$ cat src/rtl/mem_stage_ctrl.sv
// ============================================================================
// mem_stage_ctrl
//   MEM-stage controller for a 5-stage pipeline. Turns the EX/MEM control and
//   data outputs into a single-outstanding data-memory request, stalls the
//   front of the pipeline while that request is in flight, resolves the branch
//   redirect, and owns the MEM/WB pipeline register.
//
//   FSM: IDLE -> (access) -> REQ -> (i_dm_ready) -> DONE -> IDLE
//     IDLE : non-access instructions flow straight into MEM/WB. An access
//            raises o_stall combinationally, latches the request and inserts
//            a MEM/WB bubble.
//     REQ  : o_dm_req held high from a register until i_dm_ready. The read
//            data is captured on the ready cycle.
//     DONE : the held instruction retires into MEM/WB with the captured read
//            data, then the FSM returns to IDLE without reissuing it.
//
// Ports
//   clk, nrst                 clock, asynchronous active-low reset
//   i_ctrl_*                  EX/MEM control bits
//   i_data_*                  EX/MEM data, flags and destination register
//   o_dm_req/we/addr/wdata    data-memory request (word aligned address)
//   i_dm_ready, i_dm_rdata    data-memory completion and read data
//   o_stall                   hold PC, IF/ID, ID/EX and EX/MEM
//   o_PCSrc, o_PCBranch       branch redirect
//   o_WB_*                    MEM/WB register outputs
//   o_exc_ovf                 overflow trap pulse (MEM_OVF_TRAP_EN only)
//
// Build option
//   MEM_OVF_TRAP_EN : when defined, an instruction with i_data_Overflow=1 is
//   squashed (no memory access, RegWrite cleared) and o_exc_ovf pulses for
//   one clock. When undefined, o_exc_ovf does not exist and the overflow
//   flag is ignored.
// ============================================================================
module mem_stage_ctrl (
    input  logic        clk,
    input  logic        nrst,
`ifdef MEM_OVF_TRAP_EN
    output logic        o_exc_ovf,
`endif
    input  logic        i_ctrl_MemRead,
    input  logic        i_ctrl_MemWrite,
    input  logic        i_ctrl_Branch,
    input  logic        i_ctrl_Mem2Reg,
    input  logic        i_ctrl_RegWrite,
    input  logic [31:0] i_data_ALUOut,
    input  logic [31:0] i_data_RTData,
    input  logic [31:0] i_data_PCBranch,
    input  logic        i_data_Zero,
    input  logic        i_data_Overflow,
    input  logic [4:0]  i_data_RegAddrW,
    output logic        o_dm_req,
    output logic        o_dm_we,
    output logic [31:0] o_dm_addr,
    output logic [31:0] o_dm_wdata,
    input  logic        i_dm_ready,
    input  logic [31:0] i_dm_rdata,
    output logic        o_stall,
    output logic        o_PCSrc,
    output logic [31:0] o_PCBranch,
    output logic        o_WB_ctrl_Mem2Reg,
    output logic        o_WB_ctrl_RegWrite,
    output logic [31:0] o_WB_data_MemData,
    output logic [31:0] o_WB_data_ALUOut,
    output logic [4:0]  o_WB_data_RegAddrW
);

    typedef enum logic [1:0] {
        S_IDLE = 2'd0,
        S_REQ  = 2'd1,
        S_DONE = 2'd2
    } state_t;

    state_t      r_state, w_next;

    logic        w_ovf;
    logic        w_access;
    logic        w_stall;
    logic        w_start;      // IDLE -> REQ: latch the request
    logic        w_capture;    // REQ ready cycle: capture read data
    logic        w_bubble;     // load an empty MEM/WB slot

    logic        r_dm_req;
    logic        r_dm_we;
    logic [31:0] r_dm_addr;
    logic [31:0] r_dm_wdata;
    logic        r_is_read;    // read-only access; read+write counts as a write
    logic [31:0] r_rdata;

    logic        r_wb_mem2reg;
    logic        r_wb_regwrite;
    logic [31:0] r_wb_memdata;
    logic [31:0] r_wb_aluout;
    logic [4:0]  r_wb_regaddrw;

`ifdef MEM_OVF_TRAP_EN
    logic        r_exc_ovf;
    assign w_ovf     = i_data_Overflow;
    assign o_exc_ovf = r_exc_ovf;
`else
    logic        w_unused_ovf;
    assign w_ovf        = 1'b0;
    assign w_unused_ovf = i_data_Overflow;
`endif

    // A trapped instruction never touches memory.
    assign w_access = (i_ctrl_MemRead | i_ctrl_MemWrite) & ~w_ovf;

    // ------------------------------------------------------------------------
    // Next-state / control decode
    // ------------------------------------------------------------------------
    always_comb begin
        w_next    = r_state;
        w_stall   = 1'b0;
        w_start   = 1'b0;
        w_capture = 1'b0;
        w_bubble  = 1'b0;
        case (r_state)
            S_IDLE: begin
                if (w_access) begin
                    w_stall  = 1'b1;
                    w_start  = 1'b1;
                    w_bubble = 1'b1;
                    w_next   = S_REQ;
                end
            end
            S_REQ: begin
                w_stall  = 1'b1;
                w_bubble = 1'b1;
                if (i_dm_ready) begin
                    w_capture = 1'b1;
                    w_next    = S_DONE;
                end
            end
            S_DONE: begin
                // EX/MEM advances on this edge, so the held instruction is
                // retired here and never re-examined.
                w_next = S_IDLE;
            end
            default: begin
                w_next = S_IDLE;
            end
        endcase
    end

    always_ff @(posedge clk or negedge nrst) begin
        if (!nrst) r_state <= S_IDLE;
        else       r_state <= w_next;
    end

    // ------------------------------------------------------------------------
    // Memory request registers
    // ------------------------------------------------------------------------
    always_ff @(posedge clk or negedge nrst) begin
        if (!nrst) begin
            r_dm_req   <= 1'b0;
            r_dm_we    <= 1'b0;
            r_dm_addr  <= 32'd0;
            r_dm_wdata <= 32'd0;
            r_is_read  <= 1'b0;
            r_rdata    <= 32'd0;
        end else begin
            if (w_start) begin
                r_dm_req   <= 1'b1;
                r_dm_we    <= i_ctrl_MemWrite;
                r_dm_addr  <= {i_data_ALUOut[31:2], 2'b00};
                r_dm_wdata <= i_data_RTData;
                r_is_read  <= i_ctrl_MemRead & ~i_ctrl_MemWrite;
            end else if (w_capture) begin
                r_dm_req <= 1'b0;
                r_dm_we  <= 1'b0;
                r_rdata  <= i_dm_rdata;
            end
        end
    end

    // ------------------------------------------------------------------------
    // MEM/WB pipeline register
    // ------------------------------------------------------------------------
    always_ff @(posedge clk or negedge nrst) begin
        if (!nrst) begin
            r_wb_mem2reg  <= 1'b0;
            r_wb_regwrite <= 1'b0;
            r_wb_memdata  <= 32'd0;
            r_wb_aluout   <= 32'd0;
            r_wb_regaddrw <= 5'd0;
        end else if (w_bubble) begin
            r_wb_mem2reg  <= 1'b0;
            r_wb_regwrite <= 1'b0;
            r_wb_memdata  <= 32'd0;
            r_wb_aluout   <= 32'd0;
            r_wb_regaddrw <= 5'd0;
        end else begin
            r_wb_mem2reg  <= i_ctrl_Mem2Reg;
            r_wb_regwrite <= i_ctrl_RegWrite & ~w_ovf;
            r_wb_memdata  <= ((r_state == S_DONE) && r_is_read) ? r_rdata : 32'd0;
            r_wb_aluout   <= i_data_ALUOut;
            r_wb_regaddrw <= i_data_RegAddrW;
        end
    end

`ifdef MEM_OVF_TRAP_EN
    // Trap is only taken when the instruction is first seen in IDLE.
    always_ff @(posedge clk or negedge nrst) begin
        if (!nrst) r_exc_ovf <= 1'b0;
        else       r_exc_ovf <= (r_state == S_IDLE) & w_ovf;
    end
`endif

    // ------------------------------------------------------------------------
    // Outputs
    // ------------------------------------------------------------------------
    assign o_stall            = w_stall;
    assign o_dm_req           = r_dm_req;
    assign o_dm_we            = r_dm_we;
    assign o_dm_addr          = r_dm_addr;
    assign o_dm_wdata         = r_dm_wdata;
    assign o_PCSrc            = i_ctrl_Branch & i_data_Zero;
    assign o_PCBranch         = i_data_PCBranch;
    assign o_WB_ctrl_Mem2Reg  = r_wb_mem2reg;
    assign o_WB_ctrl_RegWrite = r_wb_regwrite;
    assign o_WB_data_MemData  = r_wb_memdata;
    assign o_WB_data_ALUOut   = r_wb_aluout;
    assign o_WB_data_RegAddrW = r_wb_regaddrw;

endmodule

$ cat config.mk
export PLATFORM = sky130hd
export DESIGN_NAME = mem_stage_ctrl
export DESIGN_NICKNAME = d
export VERILOG_FILES = /design/src/rtl/mem_stage_ctrl.sv
export SDC_FILE = /design/constraint.sdc
export NUM_CORES = 1
export LEC_CHECK = 0
export CAP_MARGIN = 10
export CORE_ASPECT_RATIO = 1.75
export CORE_MARGIN = 4
export CORE_UTILIZATION = 41
export DETAILED_ROUTE_END_ITERATION = 10
export PLACE_DENSITY_LB_ADDON = 0.3
export SYNTH_ARGS = -nofsm -noshare
export SYNTH_HDL_FRONTEND = slang
export SYNTH_SLANG_ARGS = --single-unit
$ cat constraint.sdc
create_clock -name clk -period 1.7 [get_ports clk]
set_input_delay 0.34 -clock clk [delete_from_list [all_inputs] [get_ports clk]]
set_output_delay 0.34 -clock clk [all_outputs]
set_load 0.1 [all_outputs]
Word level (Yosys, flattened, before mapping)
Index checks and enable logic that the tools add are counted.
{"block": "totals", "latchBits": 0, "memories": 0, "mem_bits_ro": 0, "elab_cells": 43, "register_bits": 170, "ramBits": 0}
{"block": "op_classes", "addsub": 0, "div_mod_pow": 0, "bitwise_logic": 5, "mul": 0, "shift": 0, "reduce_logical": 5, "n_mux": 17, "eq_ne": 4, "order_cmp": 0}
{"op": "$mux W32", "count": 3}
{"op": "$mux W1", "count": 9}
{"op": "$mux W5", "count": 1}
{"op": "$mux W2", "count": 2}
{"op": "$ne A2 B2 Y1 const B", "count": 2}
{"op": "$pmux W2 S2", "count": 1}
{"op": "$reduce_and A2 Y1", "count": 2}
{"op": "$and A1 B1 Y1", "count": 2}
{"op": "$eq A2 B1 Y1 const B", "count": 1}
{"op": "$eq A2 B2 Y1 const B", "count": 1}
{"op": "$logic_not A2 Y1", "count": 1}
{"op": "$not A1 Y1", "count": 2}
{"op": "$pmux W1 S2", "count": 1}
{"op": "$reduce_bool A2 Y1", "count": 1}
{"op": "$logic_and A1 B1 Y1", "count": 1}
{"op": "$or A1 B1 Y1", "count": 1}

Logic depth before layout (Yosys ltp)
Gate-level depths: netlist (run 1).
{"block": "logic_depth", "word_depth": 5, "ltp_mapped": 5}

Worst setup path before layout (run 1)
No wires, ideal clock.
{"block": "synth_path", "path_kind": "reg2out", "from": "reg r_state[0]", "to": "out o_stall", "stages_incl_launch_ff": 5, "arrival_time_ps": 1168, "setup_slack_ps": 192, "required_time_ps": 1360, "path_buffers": 2, "path_cell_list": "dfrtp_1 > buf_6 > nor3_1 > nor2_1 > buf_2"}
{"block": "synth_via", "elab_chain_len": 2, "word_cells_on_any_way": 3}
{"element": "start, declared", "line": "73", "text": "state_t r_state, w_next;"}
{"element": "start signal, assigned", "line": "147", "text": "else r_state <= w_next;"}
{"element": "$eq A2 B1 Y1 or $logic_not A2 Y1 (tied branches)", "line": "117", "text": "case (r_state)"}
{"element": "$pmux W1 S2 (*)", "line": "117"}
{"element": "end, declared", "line": "57", "text": "output logic o_stall,"}
Mark *: on every way between the ends. The rest lies on a longest branch, timed or not.

Worst setup path after layout (run 1)
{"block": "layout_path", "from": "reg r_state[1]", "to": "out o_stall"}
The elaborated chain is that of the path after synthesis.

==> flow_summary.yaml, run 1 <==
outcome:
  status: "finished clean"
power:
  p_per_area_nw_per_um2: 2220
  p_leak_nw: 5.13
  ir_worst_vdd_v: 0.00131
routing:
  first_pass_iters: 4
  finalWirelength_mm: 17.2
  drc: 0
  antenna_left: 0
  wire_per_inst_um: 20.3
  avgViaCountPerCell: 4.71
  route.vias.total: 3986
  drt_iter0_markers: 82
global_routing:
  use_met2_pct: 34.8
  first_global_vias: 4568
  antenna_found_initial: 1
  grt_pass1_wl_mm: 27.0
  met1_usage_pct: 20.2
  grt.overflow.total: 0
  grt_util_met3_pct: 6.88
  grt.total_usage_pct: 19.3
  grt.busiest_layer: "met2"
  grt_max_degree: 49
synth:
  ys_ff_latch: 170
  avgSynthCellArea_um2: 16.1
  synth.cell_area_um2: 6540
  synth_edf_count: 0
  ys_types: 24
  ys_seq_area_share_pct: 65.0
  syn_inst: 407
  synth_warnings: 0
  async_reset_ff_share_pct: 100
  synth_ff_type: "dfrtp_1"
clock_network:
  cts_sinks: 170
  cts_made_buffers: 17
  ctsLongestPathBuffers: 2
  clockRootBuffer: "clkbuf_16"
  cts_tree: "built"
  clk_pin_slew_ps: 70
  htreeDepth: 4
  worstSkewPairLatency_ps: 410
sta:
  timing.final.ws_setup_ps: 79.0
  finalCritPeriodShare_pct: 95.4
  fmax_ghz: 0.617
  hold_viol_final: 0
  timing.final.crit_period_ps: 1620
  finClkSkew_ps: 10.2
  setup_viol: 0
  slew_violations: 0
  rsz0062_at_grt: "no"
  finalSetupTns_ps: 0
floorplanning:
  start_util_pct: 42.1
  placementRows: 60
  die_area_um2: 18100
  die_w_um: 104
  io_pins: 314
  core-area_um2: 15500
  die_y_um: 175
critical_path:
  worst-path-buf-inv: 1
  reg2reg_from: "r_state[0]"
  r2r_slack_ps: 130
  critPathKind: "reg2out"
  cp-endpoint: "o_stall"
  arrival_ps: 1280
  worstSetupEndpointType: "primary output"
  path_depth: 2
  crit_path_max_incr_delay_ps: 490
  required_ps: 1360
  rr_endpoint: "o_dm_addr[8]"
  crit_slowest_cell: "dfrtp_1"
  cp_cell_sequence: "nor2_4 > buf_12"
  worstPathMaxFanout: 6
  crit_path_start: "r_state[1]"
  cp_top_family: "flip-flops"
  r2r_cells: 6
  worstSetupStartpointType: "flip-flop"
placed_design:
  dp_hpwl_mm: 13.3
  routabilityCongestion: 0.776
  dp_slack_ps: -144
  numPortBuffers: 246
cells_and_area:
  drive_above_1_share_pct: 44.7
  area_delta_synth_final_pct: 69.8
  nNetsFinal: 790
job:
  drv_cap: 0
worst_hold_path:
  hold_path.class: "in2async"
==> placed cells by master, fill, tap and decap left out, drive strengths merged <==
| cell | instances |
|---|---|
| a211oi | 1 |
| a21oi | 3 |
| a2bb2oi | 1 |
| and2 | 33 |
| buf | 162 |
| bufinv | 1 |
| clkbuf | 18 |
| clkdlybuf4s50 | 106 |
| clkinv | 2 |
| clkinvlp | 2 |
| conb | 2 |
| dfrtp | 170 |
| diode | 1 |
| dlygate4sd2 | 1 |
| dlygate4sd3 | 1 |
| dlymetal6s2s | 1 |
| inv | 13 |
| mux2 | 94 |
| nand2b | 1 |
| nand3 | 2 |
| nor2 | 2 |
| nor2b | 39 |
| nor3 | 1 |
| nor3b | 1 |
| o21ai | 2 |
| o22ai | 1 |
==> worst min-delay path by stage <==
stage,startpoint,end,slack (ps),cells past startpoint
floorplan,nrst,o_WB_ctrl_Mem2Reg,40,0
global placement,nrst,r_rdata[31],240,1
detailed placement,nrst,r_rdata[0],250,1
CTS,nrst,r_rdata[0],370,2
global route,nrst,r_rdata[0],390,2
finish,nrst,r_rdata[0],370,2
==> sequential cells by signal, indices dropped and copies added (netlist names), 2 cells and up <==
signal              flops
o_WB_data_MemData      32
r_state                 2
o_dm_wdata             32
o_WB_data_ALUOut       32
r_rdata                32
o_WB_data_RegAddrW      5
o_dm_addr              30
==> timing repair <==
| action | in CTS | in global routing |
|---|---|---|
| hold endpoints to repair | 27 | 0 |
| cloned | 0 | 0 |
| pin swaps | 0 | 1 |
| resized for setup | 4 | 1 |
| setup endpoints to repair | 1 | 1 |
| hold buffers | 1 | 0 |
| setup buffers | 1 | 1 |
==> Yosys cell counts, types with 3 or more instances <==
master	count	area share, %
a21oi_1	3	0.23
and2_1	33	3.2
buf_2	4	0.31
buf_4	34	3.9
buf_6	13	2.2
dfrtp_1	170	65
inv_1	3	0.17
mux2_2	35	6.0
mux2_4	59	14
nor2b_1	39	3.7
==> layout make-up <==
cell class | count | area, um^2
well taps | 186 | 233
diodes | 1 | 2.50
fillers | 976 | 4430
clock buffers | 18 | 429
inverters | 4 | 15.0
repair buffers | 271 | 4150
clock inverters | 14 | 153
multi-input cells | 183 | 1880
flip-flops and latches | 170 | 4260
==> power breakdown <==
part           leakage, nW  total (W)  internal [W]  switching, W
combinational         2.73     0.0143       0.00557       0.00870
clock                0.281    0.00382       0.00209       0.00173
sequential            2.12    0.00659       0.00538       0.00120
total                 5.13     0.0247        0.0130        0.0116
==> routing by layer <==
layer	part of all wire, %	vias to the layer above
met5	0	-
met4	4.0	0
met3	7.1	36
met2	56	180
met1	33	1990
li1	-	1780
==> kinds of logic after synthesis <==
logic type / synth area share [%]
DFF: 65.0
AOI/OAI and AO/OA: 0.899
buffers and inverters: 6.67
other: 0.0573
muxes: 19.6
and+or+nand+nor: 7.80
==> metrics by stage <==
step           instances  instance area, um^2  total power, W  hold slack, ps  util [%]
3_3_place_gp         811                10500          0.0207             243      67.5
5_1_grt              847                11100          0.0255             390      71.5
4_1_cts              845                11100          0.0249             367      71.4
2_1_floorplan        408                 6550          0.0156            44.4         -
3_5_place_dp         811                10500          0.0210             247      67.5
6_report             847                11100          0.0247             371      71.5
Note: power is estimated with default switching activity, not from simulation.
==> inputs of run 2 (changes only) <==
CORE_AREA = 4 4 121 123   (was unset)
CORE_ASPECT_RATIO = unset   (was 1.75)
CORE_MARGIN = unset   (was 4)
CORE_UTILIZATION = unset   (was 41)
DIE_AREA = 0 0 125 127   (was unset)
DONT_BUFFER_PORTS = 1   (was unset)
==> flow_summary.yaml, run 2 (same netlist as run 1, synthesis figures left out) <==
worst_hold_path:
  hold_path.class: "in2async"
cells_and_area:
  drive_above_1_share_pct: 52.1
  fin_area_um2: 8170
  nNetsFinal: 667
  final_common_cell: "dfrtp_1"
  mostFrequentLayoutCells: "dfrtp_1 (169), buf_4 (140), mux2_4 (59), nor2b_1 (39), mux2_2 (35)"
  final_core_util_pct: 59.8
  filler_cell_count: 1071
  area_delta_synth_final_pct: 24.8
routing:
  finalWirelength_mm: 14.0
  drc: 0
  drt_iter0_markers: 119
  antenna_left: 0
  route.vias.total: 3492
  avgViaCountPerCell: 4.86
  first_pass_iters: 4
  wire_per_inst_um: 19.4
sta:
  finalCritPeriodShare_pct: 97.4
  hold_viol_final: 170
  finClkSkew_ps: 5.65
  timing.final.ws_setup_ps: 44.6
  rsz0062_at_grt: "yes"
  setup_viol: 0
  hold_slack_ps: -383
  timing.final.crit_period_ps: 1660
  fmax_ghz: 0.604
  slew_violations: 0
critical_path:
  worst-path-buf-inv: 1
  crit_slowest_cell: "dfrtp_2"
  cp_cell_sequence: "nor3_4 > nor2_4 > buf_12"
  worstSetupEndpointType: "primary output"
  cp_top_family: "flip-flops"
  worstSetupStartpointType: "flip-flop"
  crit_path_max_incr_delay_ps: 450
  worstPathMaxFanout: 5
  critPathKind: "reg2out"
  arrival_ps: 1320
  required_ps: 1360
clock_network:
  cts_made_buffers: 17
  ctsLongestPathBuffers: 2
  cts_sinks: 170
  clk_pin_slew_ps: 60
  cts_tree: "built"
  worstSkewPairLatency_ps: 410
  clockRootBuffer: "clkbuf_16"
  htreeDepth: 4
  cts-hold-fix-buffers: 1
global_routing:
  grt_pass1_wl_mm: 21.9
  grt.overflow.total: 0
  antenna_found_initial: 0
  grt.total_usage_pct: 17.9
  first_global_vias: 3708
  grt_max_degree: 171
outcome:
  failed_checks: "negative hold slack"
  status: "finished with violations"
floorplanning:
  placementRows: 43
  start_util_pct: 47.9
  die_y_um: 127
  core-area_um2: 13700
  io_pins: 314
  die_area_um2: 15900
  die_w_um: 125
placed_design:
  numPortBuffers: 0
  dp_hpwl_mm: 9.37
  dpl_cell_area_um2: 7480
  dp_slack_ps: 220
  routabilityCongestion: 0.835
job:
  drv_cap: 0
[run 2: cell type report]
cell class                      count  area [um^2]  area share, %
Clock buffer                       18          429           5.26
Tap cell                          180          225           2.76
Clock inverter                     14          125           1.53
Multi-Input combinational cell    183         1880           23.0
Timing Repair Buffer              148         1240           15.2
Inverter                            4         15.0          0.184
Sequential cell                   170         4260           52.1
Antenna cell                        1         2.50         0.0306
[run 2: what timing repair did]
item	4_1_cts	5_1_grt
pin swaps	2	0
hold endpoints to repair	171	170
cloned	3	0
endpoints found under the setup margin	1	1
gates resized for setup	3	0
setup buffers	1	0
[run 2: metrics by stage]
stage	std cells	TNS (ps)
after floorplan	408	0
after CTS	717	0
after global routing	717	-29.0
final	718	0
after global placement	680	0
after detailed placement	680	0
[run 2: path summary, 6_finish.rpt]
kind / startpoint / cells after the start / endpoint / slack, ps
max: r_state[0] / 3 / o_stall / 40
max reg2reg: r_state[1] / 4 / o_dm_wdata[31] / 220
min reg2reg: r_rdata[31] / 1 / o_WB_data_MemData[31] / 470
min: nrst / 0 / o_dm_wdata[7] / -380
max in group asynchronous: nrst / 0 / o_WB_data_MemData[20] / 1880
min in group clk: i_dm_ready / 1 / r_state[0] / 20
[run 2: metal layers]
layer,vias up,global-route usage [%],wire length (um)
li1,1544,-,-
met1,1730,20.8,5330
met2,170,29.1,6950
met4,0,8.42,388
met5,-,0,0
met3,48,7.32,1280
[run 2: worst register-to-register path, stage by stage (launching register included)]
cell and delay (ps):
dfrtp_1 510, nor2_4 90, o21ai_4 100, buf_12 260, mux2_2 400
Power of run 2 is left out: the tool's default activity adds up to more than one toggle a clock period on the data nets, which glitch-free logic cannot reach.
